--- src/rtl/turf_generic_axil_bridge_if.sv ---
// Signal bundle around turf_generic_axil_bridge: TURF generic register port plus AXI4-Lite port.
// The slave modport is the bridge's view; the master modport is the surrounding system's view.
interface turf_generic_axil_bridge_if;
  logic        s_en_i;
  logic        s_wr_i;
  logic        s_ack_o;
  logic [27:0] s_adr_i;
  logic [31:0] s_dat_i;
  logic [31:0] s_dat_o;

  logic [29:0] m_axil_awaddr;
  logic        m_axil_awvalid;
  logic        m_axil_awready;
  logic [31:0] m_axil_wdata;
  logic [3:0]  m_axil_wstrb;
  logic        m_axil_wvalid;
  logic        m_axil_wready;
  logic [1:0]  m_axil_bresp;
  logic        m_axil_bvalid;
  logic        m_axil_bready;
  logic [29:0] m_axil_araddr;
  logic        m_axil_arvalid;
  logic        m_axil_arready;
  logic [31:0] m_axil_rdata;
  logic [1:0]  m_axil_rresp;
  logic        m_axil_rvalid;
  logic        m_axil_rready;

  modport master (
    output s_en_i, s_wr_i, s_adr_i, s_dat_i,
    input  s_ack_o, s_dat_o,
    input  m_axil_awaddr, m_axil_awvalid, m_axil_wdata, m_axil_wstrb, m_axil_wvalid,
    input  m_axil_bready, m_axil_araddr, m_axil_arvalid, m_axil_rready,
    output m_axil_awready, m_axil_wready, m_axil_bresp, m_axil_bvalid,
    output m_axil_arready, m_axil_rdata, m_axil_rresp, m_axil_rvalid
  );

  modport slave (
    input  s_en_i, s_wr_i, s_adr_i, s_dat_i,
    output s_ack_o, s_dat_o,
    output m_axil_awaddr, m_axil_awvalid, m_axil_wdata, m_axil_wstrb, m_axil_wvalid,
    output m_axil_bready, m_axil_araddr, m_axil_arvalid, m_axil_rready,
    input  m_axil_awready, m_axil_wready, m_axil_bresp, m_axil_bvalid,
    input  m_axil_arready, m_axil_rdata, m_axil_rresp, m_axil_rvalid
  );
endinterface

--- src/rtl/turf_generic_axil_bridge.sv ---
// Single-outstanding bridge from the TURF generic register port to an AXI4-Lite master.
// A per-transaction timeout forces an erroring ack if the AXI slave never answers.
module turf_generic_axil_bridge #(
  parameter int unsigned TIMEOUT  = 1024,
  parameter logic [31:0] ERR_DATA = 32'hBAADF00D
) (
  input  logic                     clk,
  input  logic                     rst_n,
  turf_generic_axil_bridge_if.slave bus,
  output logic                     err_o,
  output logic                     timeout_o
);

  localparam logic [2:0] IDLE  = 3'd0;
  localparam logic [2:0] WADDR = 3'd1;
  localparam logic [2:0] WRESP = 3'd2;
  localparam logic [2:0] RADDR = 3'd3;
  localparam logic [2:0] RDATA = 3'd4;
  localparam logic [2:0] ACK   = 3'd5;

  localparam logic [15:0] CNT_LAST = 16'(TIMEOUT - 1);

  logic [2:0]  state;
  logic [15:0] cnt;
  logic [27:0] adr_q;
  logic [31:0] dat_q;
  logic        aw_done;
  logic        w_done;

  logic expired;
  logic aw_hs;
  logic w_hs;
  logic aw_fin;
  logic w_fin;

  assign expired = (cnt == CNT_LAST);
  assign aw_hs   = bus.m_axil_awvalid & bus.m_axil_awready;
  assign w_hs    = bus.m_axil_wvalid & bus.m_axil_wready;
  assign aw_fin  = aw_done | aw_hs;
  assign w_fin   = w_done | w_hs;

  assign bus.m_axil_awaddr = {adr_q, 2'b00};
  assign bus.m_axil_araddr = {adr_q, 2'b00};
  assign bus.m_axil_wdata  = dat_q;
  assign bus.m_axil_wstrb  = 4'hF;

  // Saturates at CNT_LAST so a phase entered on the expiry cycle still times out.
  always_ff @(posedge clk or negedge rst_n) begin
    if (!rst_n) begin
      cnt <= '0;
    end else if (state == IDLE) begin
      cnt <= '0;
    end else if (state != ACK && !expired) begin
      cnt <= cnt + 16'd1;
    end
  end

  // NOTE: sequential state uses non-blocking assignments so every register
  // samples the pre-edge values; later assignments in the block override earlier ones.
  always_ff @(posedge clk or negedge rst_n) begin
    if (!rst_n) begin
      state              <= IDLE;
      adr_q              <= '0;
      dat_q              <= '0;
      aw_done            <= 1'b0;
      w_done             <= 1'b0;
      bus.m_axil_awvalid <= 1'b0;
      bus.m_axil_wvalid  <= 1'b0;
      bus.m_axil_bready  <= 1'b0;
      bus.m_axil_arvalid <= 1'b0;
      bus.m_axil_rready  <= 1'b0;
      bus.s_ack_o        <= 1'b0;
      bus.s_dat_o        <= '0;
      err_o              <= 1'b0;
      timeout_o          <= 1'b0;
    end else begin
      bus.s_ack_o <= 1'b0;
      err_o       <= 1'b0;
      case (state)
        IDLE: begin
          if (bus.s_en_i) begin
            adr_q   <= bus.s_adr_i;
            dat_q   <= bus.s_dat_i;
            aw_done <= 1'b0;
            w_done  <= 1'b0;
            if (bus.s_wr_i) begin
              state              <= WADDR;
              bus.m_axil_awvalid <= 1'b1;
              bus.m_axil_wvalid  <= 1'b1;
            end else begin
              state              <= RADDR;
              bus.m_axil_arvalid <= 1'b1;
            end
          end
        end
        WADDR: begin
          if (aw_hs) begin
            bus.m_axil_awvalid <= 1'b0;
            aw_done            <= 1'b1;
          end
          if (w_hs) begin
            bus.m_axil_wvalid <= 1'b0;
            w_done            <= 1'b1;
          end
          if (aw_fin && w_fin) begin
            state             <= WRESP;
            bus.m_axil_bready <= 1'b1;
          end else if (expired) begin
            bus.m_axil_awvalid <= 1'b0;
            bus.m_axil_wvalid  <= 1'b0;
            err_o              <= 1'b1;
            timeout_o          <= 1'b1;
            bus.s_ack_o        <= 1'b1;
            state              <= ACK;
          end
        end
        WRESP: begin
          if (bus.m_axil_bvalid) begin
            bus.m_axil_bready <= 1'b0;
            err_o             <= (bus.m_axil_bresp != 2'b00);
            bus.s_ack_o       <= 1'b1;
            state             <= ACK;
          end else if (expired) begin
            bus.m_axil_bready <= 1'b0;
            err_o             <= 1'b1;
            timeout_o         <= 1'b1;
            bus.s_ack_o       <= 1'b1;
            state             <= ACK;
          end
        end
        RADDR: begin
          if (bus.m_axil_arready) begin
            bus.m_axil_arvalid <= 1'b0;
            bus.m_axil_rready  <= 1'b1;
            state              <= RDATA;
          end else if (expired) begin
            bus.m_axil_arvalid <= 1'b0;
            bus.s_dat_o        <= ERR_DATA;
            err_o              <= 1'b1;
            timeout_o          <= 1'b1;
            bus.s_ack_o        <= 1'b1;
            state              <= ACK;
          end
        end
        RDATA: begin
          if (bus.m_axil_rvalid) begin
            bus.m_axil_rready <= 1'b0;
            bus.s_dat_o       <= (bus.m_axil_rresp == 2'b00) ? bus.m_axil_rdata : ERR_DATA;
            err_o             <= (bus.m_axil_rresp != 2'b00);
            bus.s_ack_o       <= 1'b1;
            state             <= ACK;
          end else if (expired) begin
            bus.m_axil_rready <= 1'b0;
            bus.s_dat_o       <= ERR_DATA;
            err_o             <= 1'b1;
            timeout_o         <= 1'b1;
            bus.s_ack_o       <= 1'b1;
            state             <= ACK;
          end
        end
        // The request may still be held here; IDLE samples it next cycle.
        ACK:     state <= IDLE;
        default: state <= IDLE;
      endcase
    end
  end

endmodule

--- src/flat_wrapper.sv ---
// flat-port wrapper written by rule: the top's interface ports become plain ports
module turf_generic_axil_bridge_flat 
#(
  parameter int unsigned TIMEOUT  = 1024,
  parameter logic [31:0] ERR_DATA = 32'hBAADF00D
)
  (clk, rst_n, err_o, timeout_o, bus_s_en_i, bus_s_wr_i, bus_s_adr_i, bus_s_dat_i, bus_s_ack_o, bus_s_dat_o, bus_m_axil_awaddr, bus_m_axil_awvalid, bus_m_axil_wdata, bus_m_axil_wstrb, bus_m_axil_wvalid, bus_m_axil_bready, bus_m_axil_araddr, bus_m_axil_arvalid, bus_m_axil_rready, bus_m_axil_awready, bus_m_axil_wready, bus_m_axil_bresp, bus_m_axil_bvalid, bus_m_axil_arready, bus_m_axil_rdata, bus_m_axil_rresp, bus_m_axil_rvalid);
  turf_generic_axil_bridge_if bus_i ();
  input  logic clk;
  input  logic rst_n;
  output logic err_o;
  output logic timeout_o;
  input wire logic [$bits(bus_i.s_en_i)-1:0] bus_s_en_i;
  input wire logic [$bits(bus_i.s_wr_i)-1:0] bus_s_wr_i;
  input wire logic [$bits(bus_i.s_adr_i)-1:0] bus_s_adr_i;
  input wire logic [$bits(bus_i.s_dat_i)-1:0] bus_s_dat_i;
  output wire logic [$bits(bus_i.s_ack_o)-1:0] bus_s_ack_o;
  output wire logic [$bits(bus_i.s_dat_o)-1:0] bus_s_dat_o;
  output wire logic [$bits(bus_i.m_axil_awaddr)-1:0] bus_m_axil_awaddr;
  output wire logic [$bits(bus_i.m_axil_awvalid)-1:0] bus_m_axil_awvalid;
  output wire logic [$bits(bus_i.m_axil_wdata)-1:0] bus_m_axil_wdata;
  output wire logic [$bits(bus_i.m_axil_wstrb)-1:0] bus_m_axil_wstrb;
  output wire logic [$bits(bus_i.m_axil_wvalid)-1:0] bus_m_axil_wvalid;
  output wire logic [$bits(bus_i.m_axil_bready)-1:0] bus_m_axil_bready;
  output wire logic [$bits(bus_i.m_axil_araddr)-1:0] bus_m_axil_araddr;
  output wire logic [$bits(bus_i.m_axil_arvalid)-1:0] bus_m_axil_arvalid;
  output wire logic [$bits(bus_i.m_axil_rready)-1:0] bus_m_axil_rready;
  input wire logic [$bits(bus_i.m_axil_awready)-1:0] bus_m_axil_awready;
  input wire logic [$bits(bus_i.m_axil_wready)-1:0] bus_m_axil_wready;
  input wire logic [$bits(bus_i.m_axil_bresp)-1:0] bus_m_axil_bresp;
  input wire logic [$bits(bus_i.m_axil_bvalid)-1:0] bus_m_axil_bvalid;
  input wire logic [$bits(bus_i.m_axil_arready)-1:0] bus_m_axil_arready;
  input wire logic [$bits(bus_i.m_axil_rdata)-1:0] bus_m_axil_rdata;
  input wire logic [$bits(bus_i.m_axil_rresp)-1:0] bus_m_axil_rresp;
  input wire logic [$bits(bus_i.m_axil_rvalid)-1:0] bus_m_axil_rvalid;
  assign bus_i.s_en_i = bus_s_en_i;
  assign bus_i.s_wr_i = bus_s_wr_i;
  assign bus_i.s_adr_i = bus_s_adr_i;
  assign bus_i.s_dat_i = bus_s_dat_i;
  assign bus_s_ack_o = bus_i.s_ack_o;
  assign bus_s_dat_o = bus_i.s_dat_o;
  assign bus_m_axil_awaddr = bus_i.m_axil_awaddr;
  assign bus_m_axil_awvalid = bus_i.m_axil_awvalid;
  assign bus_m_axil_wdata = bus_i.m_axil_wdata;
  assign bus_m_axil_wstrb = bus_i.m_axil_wstrb;
  assign bus_m_axil_wvalid = bus_i.m_axil_wvalid;
  assign bus_m_axil_bready = bus_i.m_axil_bready;
  assign bus_m_axil_araddr = bus_i.m_axil_araddr;
  assign bus_m_axil_arvalid = bus_i.m_axil_arvalid;
  assign bus_m_axil_rready = bus_i.m_axil_rready;
  assign bus_i.m_axil_awready = bus_m_axil_awready;
  assign bus_i.m_axil_wready = bus_m_axil_wready;
  assign bus_i.m_axil_bresp = bus_m_axil_bresp;
  assign bus_i.m_axil_bvalid = bus_m_axil_bvalid;
  assign bus_i.m_axil_arready = bus_m_axil_arready;
  assign bus_i.m_axil_rdata = bus_m_axil_rdata;
  assign bus_i.m_axil_rresp = bus_m_axil_rresp;
  assign bus_i.m_axil_rvalid = bus_m_axil_rvalid;
  turf_generic_axil_bridge #(.TIMEOUT(TIMEOUT), .ERR_DATA(ERR_DATA)) u_core (.clk(clk), .rst_n(rst_n), .bus(bus_i), .err_o(err_o), .timeout_o(timeout_o));
endmodule
--- config.mk ---
export PLATFORM = sky130hd
export DESIGN_NAME = turf_generic_axil_bridge_flat
export DESIGN_NICKNAME = d
export VERILOG_FILES = /design/src/rtl/turf_generic_axil_bridge_if.sv /design/src/rtl/turf_generic_axil_bridge.sv /design/src/flat_wrapper.sv
export SDC_FILE = /design/constraint.sdc
export NUM_CORES = 1
export LEC_CHECK = 0
export CAP_MARGIN = 30
export CELL_PAD_IN_SITES_DETAIL_PLACEMENT = 1
export CELL_PAD_IN_SITES_GLOBAL_PLACEMENT = 1
export CORE_MARGIN = 4
export CORE_UTILIZATION = 31
export DETAILED_ROUTE_END_ITERATION = 6
export GPL_ROUTABILITY_DRIVEN = 0
export PLACE_DENSITY = 0.87
export SLEW_MARGIN = 30
export SYNTH_ARGS = -nofsm -noshare
export SYNTH_HDL_FRONTEND = slang
export SYNTH_SLANG_ARGS = --single-unit
--- constraint.sdc ---
create_clock -name clk -period 2.11 [get_ports clk]
set_input_delay 0.3165 -clock clk [delete_from_list [all_inputs] [get_ports clk]]
set_output_delay 0.3165 -clock clk [all_outputs]
set_load 0.03 [all_outputs]
* Word level (Yosys, flattened, before mapping)
Cells that the tools add are included.
** Word-level totals
- Register bits :: 121
- Input port bits :: 105
- Output and inout bits :: 136
** Cells by class
- $add $sub $neg :: 1
- Equal/unequal tests :: 20
- Mux-type cells :: 56
- Bitwise logic cells :: 4
- Reductions and logical operators :: 22
** Operators with widths (number)
- $mux W32 :: 4
- $pmux W32 S2 :: 1
- $mux W16 :: 2
- $mux W1 :: 31
- $mux W3 :: 6
- $add A16 B1 Y16 const B :: 1
- $eq A16 B10 Y1 const B :: 1
- $ne A2 B2 Y1 const B :: 8
- $pmux W3 S5 :: 1
- $reduce_and A3 Y1 :: 5
- $pmux W1 S2 :: 7
- $reduce_bool A2 Y1 :: 7
- $pmux W1 S4 :: 3
- $ne A3 B2 Y1 const B :: 3
- $eq A3 B2 Y1 const B :: 2
- $ne A2 B1 Y1 const B :: 3
- $reduce_and A5 Y1 :: 1
- $reduce_and A2 Y1 :: 2
- $reduce_and A4 Y1 :: 1
- $reduce_bool A4 Y1 :: 1
- $eq A3 B1 Y1 const B :: 1
- $eq A3 B3 Y1 const B :: 1
- $logic_not A3 Y1 :: 1
- $ne A3 B3 Y1 const B :: 1
- 6 further kinds :: 9

* Longest topological paths before layout
Gate-level depths: netlist (run 1).
- Depth in word-level cells :: 5
- Gate-level depth with buffers :: 7

* Worst setup path before layout (run 1)
No wires, ideal clock.
- Path kind :: reg2reg
- From :: reg u_core.cnt[0]
- To :: reg u_core.cnt[15]
- Arrival time :: 1.688 ns
- Required time :: 2.031 ns
- Setup slack :: 0.343 ns
- Stages on the path, launching flop included :: 7
- Path buffers :: 1
- Clock period less this slack :: 1.767 ns
- Cells stage by stage :: dfrtp_1 -> ha_1 -> and4_1 -> and4_2 -> buf_6 -> nor4_1 -> mux2i_1
** Between the ends
- Cells in the longest elaborated chain, start to end :: 4
- Elaborated cells between the ends (all ways) :: 7
- Classes of those cells :: add/sub (1); eq/ne (1); mux (2); reduce/logical (3)
** RTL lines
- start, declared :: line turf_generic_axil_bridge.sv:24 : logic [15:0] cnt;
- start signal, assigned :: line turf_generic_axil_bridge.sv:54 : cnt <= cnt + 16'd1;
- parallel branches: the longest is 4 deep, another holds $add A16 B1 Y16
Parallel ways; which one is timed is not known. The select of a mux whose other input is x is not followed.
A chain may end at the register's enable or synchronous reset.

* Worst setup path after layout (run 1)
- From :: reg u_core.cnt[0]
- To :: reg u_core.bus.s_dat_o[24]
** Between the ends
- Cells in the longest elaborated chain, start to end :: 4
- Elaborated cells between the ends (all ways) :: 5
- Classes of those cells :: eq/ne (1); mux (4)
** RTL lines
- $eq A16 B10 Y1 (*) :: line turf_generic_axil_bridge.sv:36 : assign expired = (cnt == CNT_LAST);
- $mux W32 (*)
- $mux W32 (on tied branches)
- $pmux W32 S2 (*)
- end signal, assigned :: line turf_generic_axil_bridge.sv:148 : bus.s_dat_o <= (bus.m_axil_rresp == 2'b00) ? bus.m_axil_rdata : ERR_DATA;
- end, declared :: line turf_generic_axil_bridge_if.sv:40 : output s_ack_o, s_dat_o,
Every way passes the cells marked *; elsewhere a longest branch is shown, timed or not. The select of a mux whose other input is x is not followed.

==> impl_metrics.py, run 1 <==
metrics = {
    "global_routing": {
        "grt_antenna_before_repair": 0,
        "grt_pass1_wl_um": 28500,
        "overflow": 0,
        "grt_usage_pct": 18.1,
        "grt_pass1_vias": 5288,
        "grt_max_degree": 54,
    },
    "sta": {
        "clock_skew_ns": 0.0179,
        "timing.final.hold_violations": 0,
        "setup-violations-final": 0,
        "maxSlewHeadroom_pct": 64.0,
        "tightest_slew_ns": 0.540,
        "drv_slew": 0,
        "fmax_mhz": 512,
        "fin_crit_ns": 1.95,
        "period_share_pct": 92.5,
        "rsz0062_at_grt": "false",
        "setup_tns_ns": 0,
    },
    "placed_design": {
        "dpl.hpwl_um": 13000,
        "dpl.cell_count": 972,
        "port_buffers": 232,
    },
    "die": {
        "dieArea_sq_mm": 0.0197,
        "initial_core_util_pct": 31.5,
        "die_h_um": 140,
        "io-pin-count": 241,
        "num_rows": 48,
        "die_w_um": 140,
        "coreArea_sq_mm": 0.0172,
    },
    "final_layout": {
        "final_util_pct": 48.6,
        "finalNonFillerCells": 1005,
        "area_growth_pct": 54.2,
        "num_antenna_cells": 0,
        "drive_gt1_share_pct": 8.08,
        "fillerInstances": 1923,
        "fin_nets": 873,
    },
    "yosys": {
        "async_flop_share_pct": 100,
        "ys_types": 56,
        "yosys.area.top_type": "dfrtp_1",
        "synthTopCellsByArea": "dfrtp_1 56%, nand2_1 14%, buf_4 5.1%, o22a_1 2.9%, a22o_1 2.7%",
        "yosysWarnings": 0,
        "synthFlopType": "dfrtp_1",
        "synth_edf_count": 0,
        "ys_seq_area_share_pct": 55.7,
        "postSynthCellCount": 559,
        "syn_area_sq_mm": 0.00543,
        "synth-seq-cells": 121,
        "syn_area_per_cell_sq_um": 9.72,
        "netlist.area_leader.share_pct": 55.7,
    },
    "detailed_routing": {
        "drc": 0,
        "drt-initial-drc-count": 186,
        "vias_per_cell": 4.81,
        "vias": 4836,
        "antenna_left": 0,
        "first_pass_iters": 4,
        "routedWlPerCell_um": 17.2,
        "wl_um": 17300,
    },
    "clocking": {
        "clk_pin_slew_ns": 0.06,
        "cts_tree": "built",
        "cts_root_buf": "clkbuf_16",
        "clockBufferDepth": 2,
        "cts_htree_levels": 4,
        "clk_latency_ns": 0.42,
        "clock_sinks": 121,
        "cts_made_buffers": 17,
    },
    "critical_path": {
        "worstSetupEndpointType": "register",
        "criticalPathCategory": "register to register",
        "worstPathRequired_ns": 2.41,
        "start_kind": "register",
        "crit_path_max_fanout": 15,
        "path_cells": "ha_1 -> and4_1 -> nand4_2 -> a21o_2 -> a22o_1",
        "worstPathArrival_ns": 2.25,
        "cp_num_buf_inv": 0,
        "slowest_delay_ns": 0.41,
        "cp_top_family": "compound AO/OA/AOI/OAI gates",
        "cpMaxStageDelayCell": "a21o_2",
    },
    "outcome": {
        "status": "finished clean",
    },
    "worst_hold_path": {
        "min_path_type": "input port to register",
    },
    "flow_run": {
        "maxCapViolations": 0,
    },
    "pwr": {
        "p_leak_nw": 3.77,
        "powerDensity_mw_per_mm2": 1600,
        "ir_worst_vdd_mv": 0.697,
    },
}
worst min-delay path, cell delays in order:
cell and delay, ns:
clkdlybuf4s50_1 0.39, nand2_1 0.05, nand2_1 0.04
per-stage QoR:
step,total power [mW],setup WS (ns),area (sq um),hold WS [ns]
3_3_place_gp,10.6,0.145,7820,0.328
6_report,13.4,0.158,8380,0.423
2_1_floorplan,7.97,0.343,5460,0.0209
4_1_cts,13.6,0.0792,8380,0.410
3_5_place_dp,10.8,0.0612,7820,0.331
5_1_grt,14.2,0.0545,8380,0.421
layout make-up:
class,instances,area (sq um),area share (%)
clock buffers,19,453,5.41
clock inverters,13,97.6,1.16
inverters,1,3.75,0.0448
multi-input cells,377,2000,23.9
flip-flops and latches,121,3030,36.1
well taps,225,282,3.36
repair buffers,249,2510,30.0
synthesized netlist by cell type, drive strengths merged, types with 2 or more instances:
cell type,count
nand2,197
or4,4
nor3b,2
o21a,3
o22ai,2
nand4,5
a21o,3
dfrtp,121
a21oi,18
nor3,5
o31ai,5
a31oi,3
nor4,5
a221oi,2
a22o,17
nor2,12
mux2i,4
buf,52
o22a,18
nor2b,3
clkbuf,14
a41o,2
nand3,9
and4,4
o21ai,12
or3,6
nand2b,11
conb,2
and2,4
path summary, 6_finish.rpt:
kind	cells past startpoint	to	from	slack, ns
setup / recovery	5	u_core.bus.s_dat_o[24]$_DFFE_PN0P_	u_core.cnt[0]$_DFFE_PN0P_	0.16
hold / removal	3	u_core.bus.m_axil_wdata[24]$_DFFE_PN0P_	bus_s_dat_i[24]	0.42
setup reg to reg	5	u_core.bus.s_dat_o[24]$_DFFE_PN0P_	u_core.cnt[0]$_DFFE_PN0P_	0.16
hold reg to reg	2	u_core.bus.m_axil_wdata[17]$_DFFE_PN0P_	u_core.bus.m_axil_wdata[17]$_DFFE_PN0P_	0.47
max in group asynchronous	3	u_core.adr_q[7]$_DFFE_PN0P_	rst_n	1.07
min in group asynchronous	2	u_core.bus.s_dat_o[27]$_DFFE_PN0P_	rst_n	0.45
metal layers:
metal	routed length [um]	global-route usage (%)	part of all wire, %	vias to the layer above
met2	8950	31.1	52	154
li1	-	-	-	2268
met3	1110	5.46	6.4	29
met1	6870	21.2	40	2385
met4	406	7.24	2.3	0
met5	0	0	0	-
what timing repair did:
item,4_1_cts,5_1_grt
endpoints found under the setup margin,0,3
hold buffers,1,0
resized for setup,0,1
buffers inserted,0,0
hold endpoints to repair,32,0
registers in the layout, summed over array words and instances (netlist names):
name	cells
u_core.bus.m_axil_arvalid	1
u_core.bus.m_axil_bready	1
u_core.aw_done	1
u_core.bus.s_dat_o	32
u_core.bus.m_axil_wdata	32
u_core.bus.s_ack_o	1
u_core.cnt	16
u_core.bus.m_axil_wvalid	1
u_core.bus.m_axil_rready	1
u_core.w_done	1
u_core.adr_q	28
u_core.bus.m_axil_awvalid	1
u_core.timeout_o	1
u_core.err_o	1
u_core.state	3
report_power, final:
group,total (mW),internal (mW),switching (mW),leakage (nW)
Clock,2.68,1.56,1.11,0.250
Combinational,6.81,2.78,4.03,1.98
Sequential,3.91,3.24,0.666,1.54
cell families after synthesis:
| kind of cell | after synthesis | synth area share (%) |
|---|---|---|
| other | 2 | 0.138 |
| buffers and inverters | 67 | 7.90 |
| DFF | 121 | 55.7 |
| adders and majority gates | 1 | 0.230 |
| muxes | 4 | 0.737 |
| and+or+nand+nor | 271 | 22.4 |
| AOI/OAI and AO/OA | 93 | 12.8 |
cell usage in the layout, fill, tap and decap left out, types with 5 or more instances in the layout:
cell | netlist | final
a21oi_1 | 17 | 17
a22o_1 | 17 | 17
buf_12 | 0 | 5
buf_4 | 37 | 12
clkbuf_16 | 0 | 17
clkdlybuf4s50_1 | 0 | 231
clkinvlp_4 | 0 | 7
conb_1 | 2 | 8
dfrtp_1 | 121 | 121
nand2_1 | 196 | 195
nand2b_1 | 11 | 11
nand3_1 | 9 | 9
nor2_1 | 12 | 12
o21ai_0 | 12 | 12
o22a_1 | 18 | 18
o31ai_1 | 5 | 5
or3_1 | 6 | 6
(Power assumes the default switching activity.)
==> inputs of run 2 (changes only) <==
CORE_MARGIN = 8   (was 4)
CORE_UTILIZATION = 33   (was 31)
PLACE_DENSITY = 0.92   (was 0.87)
clock period = 2.55 ns   (was 2.11 ns; I/O delays follow)
==> run 2 against run 1 <==
Net effect: global-route usage rose by 0.29 points; routed wire length grew 8.7%; sequential power fell by 16%; utilization is 2.6 points higher; register-to-register slack improved by 0.29 ns; fmax fell by 7.2%; count of clock-buffer cells in the layout fell by 1; setup slack better by 0.29 ns; hold slack better by 0.050 ns; clock skew down 0.010 ns; sequential share of layout area barely moved; critical path type unchanged; largest power group unchanged.
==> impl_metrics.py, run 2 (synthesis gave the netlist of run 1 again) <==
metrics = {
    "sta": {
        "clock_skew_ns": 0.00779,
        "drv_slew": 0,
        "fmax_mhz": 476,
        "period_share_pct": 82.5,
        "rsz0062_at_grt": "false",
        "setup_tns_ns": 0,
        "setup-violations-final": 0,
        "fin_crit_ns": 2.10,
        "timing.final.hold_violations": 0,
        "maxSlewHeadroom_pct": 56.8,
        "tightest_slew_ns": 0.648,
    },
    "critical_path": {
        "slowest_delay_ns": 0.67,
        "crit_path_max_fanout": 18,
        "worstSetupEndpointType": "register",
        "path_cells": "nor3b_2 -> nand2_2 -> nor3_4 -> a22o_1",
        "cp_num_buf_inv": 0,
        "worstPathArrival_ns": 2.45,
        "start_kind": "register",
        "cp_top_family": "simple AND/OR/NAND/NOR gates",
        "criticalPathCategory": "register to register",
        "worstPathRequired_ns": 2.90,
        "cpMaxStageDelayCell": "dfrtp_1",
    },
    "pwr": {
        "p_leak_nw": 3.77,
        "ir_worst_vdd_mv": 0.679,
        "p_seq_share_pct": 28.8,
        "p_total_mw": 11.5,
        "switching_share_pct": 42.4,
        "p_switching_mw": 4.86,
        "p_comb_share_pct": 48.7,
        "p_int_mw": 6.60,
        "powerDensity_mw_per_mm2": 1370,
        "power_frac_clock_pct": 22.5,
    },
    "flow_run": {
        "maxCapViolations": 0,
    },
    "global_routing": {
        "overflow": 0,
        "grt_pass1_vias": 5427,
        "grt_pass1_wl_um": 29600,
        "grt_usage_pct": 18.4,
        "grt_antenna_before_repair": 2,
        "grt_max_degree": 63,
    },
    "placed_design": {
        "dpl.cell_count": 957,
        "port_buffers": 232,
        "dpl.hpwl_um": 14000,
    },
    "clocking": {
        "cts_tree": "built",
        "hold_buffers": 1,
        "clockBufferDepth": 2,
        "postCtsSetupBuffers": 0,
        "ctsResizeCount": 0,
        "cts_root_buf": "clkbuf_16",
        "cts_htree_levels": 4,
        "clock_sinks": 121,
        "clk_latency_ns": 0.42,
        "clk_pin_slew_ns": 0.06,
        "cts_made_buffers": 17,
    },
    "final_layout": {
        "fin_nets": 863,
        "finalNonFillerCells": 993,
        "final_util_pct": 51.2,
        "final_common_cell": "clkdlybuf4s50_1",
        "area_growth_pct": 54.2,
        "drive_gt1_share_pct": 6.88,
        "final_cell_mix": "231 x clkdlybuf4s50_1, 195 x nand2_1, 121 x dfrtp_1",
    },
    "detailed_routing": {
        "drc": 0,
        "antenna_left": 0,
        "first_pass_iters": 4,
        "routedWlPerCell_um": 19.0,
        "wl_um": 18800,
        "vias": 4846,
        "vias_per_cell": 4.88,
        "drt-initial-drc-count": 207,
    },
    "die": {
        "coreArea_sq_mm": 0.0163,
        "dieArea_sq_mm": 0.0208,
        "initial_core_util_pct": 33.2,
        "num_rows": 47,
        "io-pin-count": 241,
        "die_h_um": 144,
        "die_w_um": 144,
    },
    "outcome": {
        "status": "finished clean",
    },
    "worst_hold_path": {
        "min_path_type": "register to register",
    },
}
[run 2: cell count changes in the layout (fill, tap and decap cells not counted)]
cell and change:
clkbuf_8 -1, clkinv_4 +1, bufinv_16 +4, and4_2 +1, diode_2 +3, and4_4 -1
buf_12 -1, clkinvlp_4 -4, buf_4 -9
[run 2: path summary, 6_finish.rpt]
check	start	end	slack, ns	cells past startpoint
worst max-delay path	u_core.state[2]$_DFFE_PN0P_	u_core.bus.s_dat_o[30]$_DFFE_PN0P_	0.45	4
worst min-delay path	u_core.bus.m_axil_wdata[30]$_DFFE_PN0P_	u_core.bus.m_axil_wdata[30]$_DFFE_PN0P_	0.47	2
worst max register to register	u_core.state[2]$_DFFE_PN0P_	u_core.bus.s_dat_o[30]$_DFFE_PN0P_	0.45	4
worst min register to register	u_core.bus.m_axil_wdata[30]$_DFFE_PN0P_	u_core.bus.m_axil_wdata[30]$_DFFE_PN0P_	0.47	2
max in group asynchronous	rst_n	u_core.bus.m_axil_wdata[26]$_DFFE_PN0P_	1.36	3
min in group asynchronous	rst_n	u_core.bus.s_dat_o[29]$_DFFE_PN0P_	0.53	2
[run 2: layout make-up]
type	count	area, sq um
Antenna cell	3	7.51
Clock buffer	18	439
Clock inverter	14	196
Fill cell	1850	7970
Inverter	1	3.75
Multi-Input combinational cell	377	2000
Sequential cell	121	3030
Tap cell	220	275
Timing Repair Buffer	239	2420
[run 2: worst min-delay path, delay by kind of cell, from the launching register on]
family           cells  cell delay, ns
DFF                  1            0.34
and+or+nand+nor      2            0.11
[run 2: per-layer routing]
metal	part of all wire, %	track usage (%)	routed length (um)
met3	6.7	5.91	1260
met4	2.8	8.60	520
met5	0	0	0
met2	53	32.2	9950
met1	38	19.9	7120
[run 2: power by group through the flow]
stage               clock, mW  combinational, mW  sequential, mW
floorplan                   0               2.09            4.51
global placement            0               5.49            3.27
detailed placement          0               5.64            3.32
CTS                      2.64               5.67            3.31
global route             2.71               5.95            3.42
finish                   2.58               5.58            3.30
[run 2: through the flow]
stage	setup WS [ns]	area [sq um]	hold WS, ns
floorplan	0.783	5460	0.0869
global placement	0.474	7720	0.445
detailed placement	0.430	7720	0.449
CTS	0.465	8370	0.471
global route	0.272	8370	0.490
finish	0.447	8380	0.473
==> inputs of run 3 (changes only) <==
CORE_UTILIZATION = 28   (was 33)
PLACE_DENSITY = 0.83   (was 0.92)
clock period = 1.8 ns   (was 2.55 ns; I/O delays follow)
==> run 3 against run 2 <==
Net effect: sequential share of layout area is 2.0 points lower; count of clock-buffer cells in the layout is 6 higher; combinational power is 48% higher; die area is 16% higher; clock power is 36% higher; routed wire length is 2.6% higher; hold slack worse by 0.15 ns; register-to-register slack worse by 0.40 ns; total power is 43% higher; cell count is 8.8% higher; sequential cell count stayed put; utilization is 5.2 points lower.
==> impl_metrics.py, run 3 (synthesis gave the netlist of run 1 again) <==
metrics = {
    "die": {
        "initial_core_util_pct": 28.2,
        "dieArea_sq_mm": 0.0241,
        "num_rows": 51,
        "die_h_um": 155,
        "coreArea_sq_mm": 0.0193,
        "io-pin-count": 241,
        "die_w_um": 155,
    },
    "detailed_routing": {
        "drc": 0,
        "drt-initial-drc-count": 186,
        "wl_um": 19300,
        "antenna_left": 0,
        "routedWlPerCell_um": 17.9,
        "vias": 5000,
        "first_pass_iters": 4,
        "vias_per_cell": 4.63,
    },
    "sta": {
        "period_share_pct": 98.6,
        "clock_skew_ns": 0.00964,
        "fmax_mhz": 563,
        "drv_slew": 0,
        "setup-violations-final": 0,
        "worst_slack_ns": 0.0247,
        "fin_crit_ns": 1.78,
        "timing.final.hold_violations": 0,
        "setup_tns_ns": 0,
    },
    "flow_run": {
        "maxCapViolations": 0,
    },
    "pwr": {
        "p_total_mw": 16.4,
        "powerDensity_mw_per_mm2": 1840,
        "ir_worst_vdd_mv": 0.774,
        "p_leak_nw": 4.21,
    },
    "final_layout": {
        "regArea_sq_mm": 0.00303,
        "drive_gt1_share_pct": 12.9,
        "fillerInstances": 2173,
        "fin_nets": 909,
        "finalNonFillerCells": 1080,
        "num_antenna_cells": 0,
        "multi_input_area_sq_mm": 0.00207,
        "final_cell_mix": "210 x clkdlybuf4s50_1, 195 x nand2_1, 120 x dfrtp_1",
        "final_common_cell": "clkdlybuf4s50_1",
        "final_cell_area_sq_mm": 0.00888,
        "area_growth_pct": 63.5,
    },
    "clocking": {
        "cts_made_buffers": 17,
        "clock_sinks": 121,
        "cts_htree_levels": 4,
        "cts_tree": "built",
        "clk_latency_ns": 0.41,
        "clockBufferDepth": 2,
        "cts_root_buf": "clkbuf_16",
        "clk_pin_slew_ns": 0.06,
    },
    "worst_hold_path": {
        "min_path_type": "input port to async pin",
    },
    "global_routing": {
        "grt_pass1_vias": 5461,
        "grt_antenna_before_repair": 0,
        "grt_usage_pct": 15.7,
        "grt_pass1_wl_um": 29900,
        "grt_max_degree": 46,
        "overflow": 0,
    },
    "critical_path": {
        "start_kind": "register",
        "criticalPathCategory": "register to output pin",
        "cp_top_family": "buffers and inverters",
        "rr_worst_depth": 5,
        "worstPathArrival_ns": 1.51,
        "worstSetupEndpointType": "output pin",
        "worstPathRequired_ns": 1.53,
        "cp_num_buf_inv": 1,
        "cpMaxStageDelayCell": "clkdlybuf4s50_1",
        "cp_num_cells": 1,
        "path_cells": "clkdlybuf4s50_1",
        "slowest_delay_ns": 0.74,
        "crit_path_max_fanout": 2,
    },
    "placed_design": {
        "dpl.cell_count": 1046,
        "place_ws_ns": -0.117,
        "port_buffers": 232,
        "place_area_sq_mm": 0.00815,
        "dpl.hpwl_um": 14600,
    },
    "outcome": {
        "status": "finished clean",
    },
}
## run 3: cell types whose count changed in the layout (fill, tap and decap cells not counted), sizes merged, moves of 3 or more
| cell | change |
|---|---|
| diode | -3 |
| dlymetal6s2s | +17 |
| clkbuf | +6 |
| clkinv | -4 |
| buf | +45 |
| clkdlybuf4s50 | -21 |
| dlygate4sd2 | +4 |
## run 3: layout make-up
type                       count  share of cell area (%)
clock buffer                  24                    5.54
clock inverter                 7                    1.30
inverter                       1                  0.0423
multi-input combinational    378                    23.3
sequential                   121                    34.1
tap                          265                    3.73
timing repair buffer         284                    32.0
## run 3: path summary, 6_finish.rpt
path / end / from / slack [ns]
worst max-delay path: bus_s_dat_o[6] / u_core.bus.s_dat_o[6]$_DFFE_PN0P_ / 0.02
worst min-delay path: u_core.bus.s_dat_o[31]$_DFFE_PN0P_ / rst_n / 0.33
worst max register to register: u_core.state[0]$_DFFE_PN0P_ / u_core.cnt[10]$_DFFE_PN0P_ / 0.05
worst min register to register: u_core.timeout_o$_DFFE_PN0P_ / u_core.timeout_o$_DFFE_PN0P_ / 0.46
max in group asynchronous: u_core.aw_done$_DFFE_PN0P_ / rst_n / 0.83
min in group clk: u_core.bus.m_axil_wdata[13]$_DFFE_PN0P_ / bus_s_dat_i[13] / 0.39
## run 3: repair_timing
action	CTS	global route
hold buffers	1	0
setup endpoints to repair	27	31
gates resized for setup	7	30
gates cloned	0	1
pin swaps	0	2
endpoints found under the hold margin	21	0
buffers inserted	0	1
## run 3: worst register-to-register path: cells and delay by family, from the launching register on
kind                   cells  cell delay, ns
and+or+nand+nor            2            0.43
DFF                        1            0.40
buffers and inverters      1            0.18
AOI/OAI and AO/OA          2            0.64
## run 3: power by group
part | internal, mW | total [mW] | switching, mW | leakage [nW]
registers | 3.80 | 4.58 | 0.772 | 1.54
clock network | 2.31 | 3.52 | 1.21 | 0.292
logic | 3.40 | 8.26 | 4.85 | 2.38
## run 3: per-layer routing
metal	up-vias	share of wire, %	global-route usage, %
li1	2348	-	-
met2	147	54	28.9
met3	17	6.0	4.44
met4	0	1.7	5.59
met1	2488	38	16.8
met5	-	0	0
## run 3: stage by stage
stage	hold WS (ns)	utilization, %
global route	0.363	46.1
global placement	0.222	42.3
finish	0.326	46.1
detailed placement	0.214	42.3
CTS	0.329	45.5
floorplan	-0.0256	-
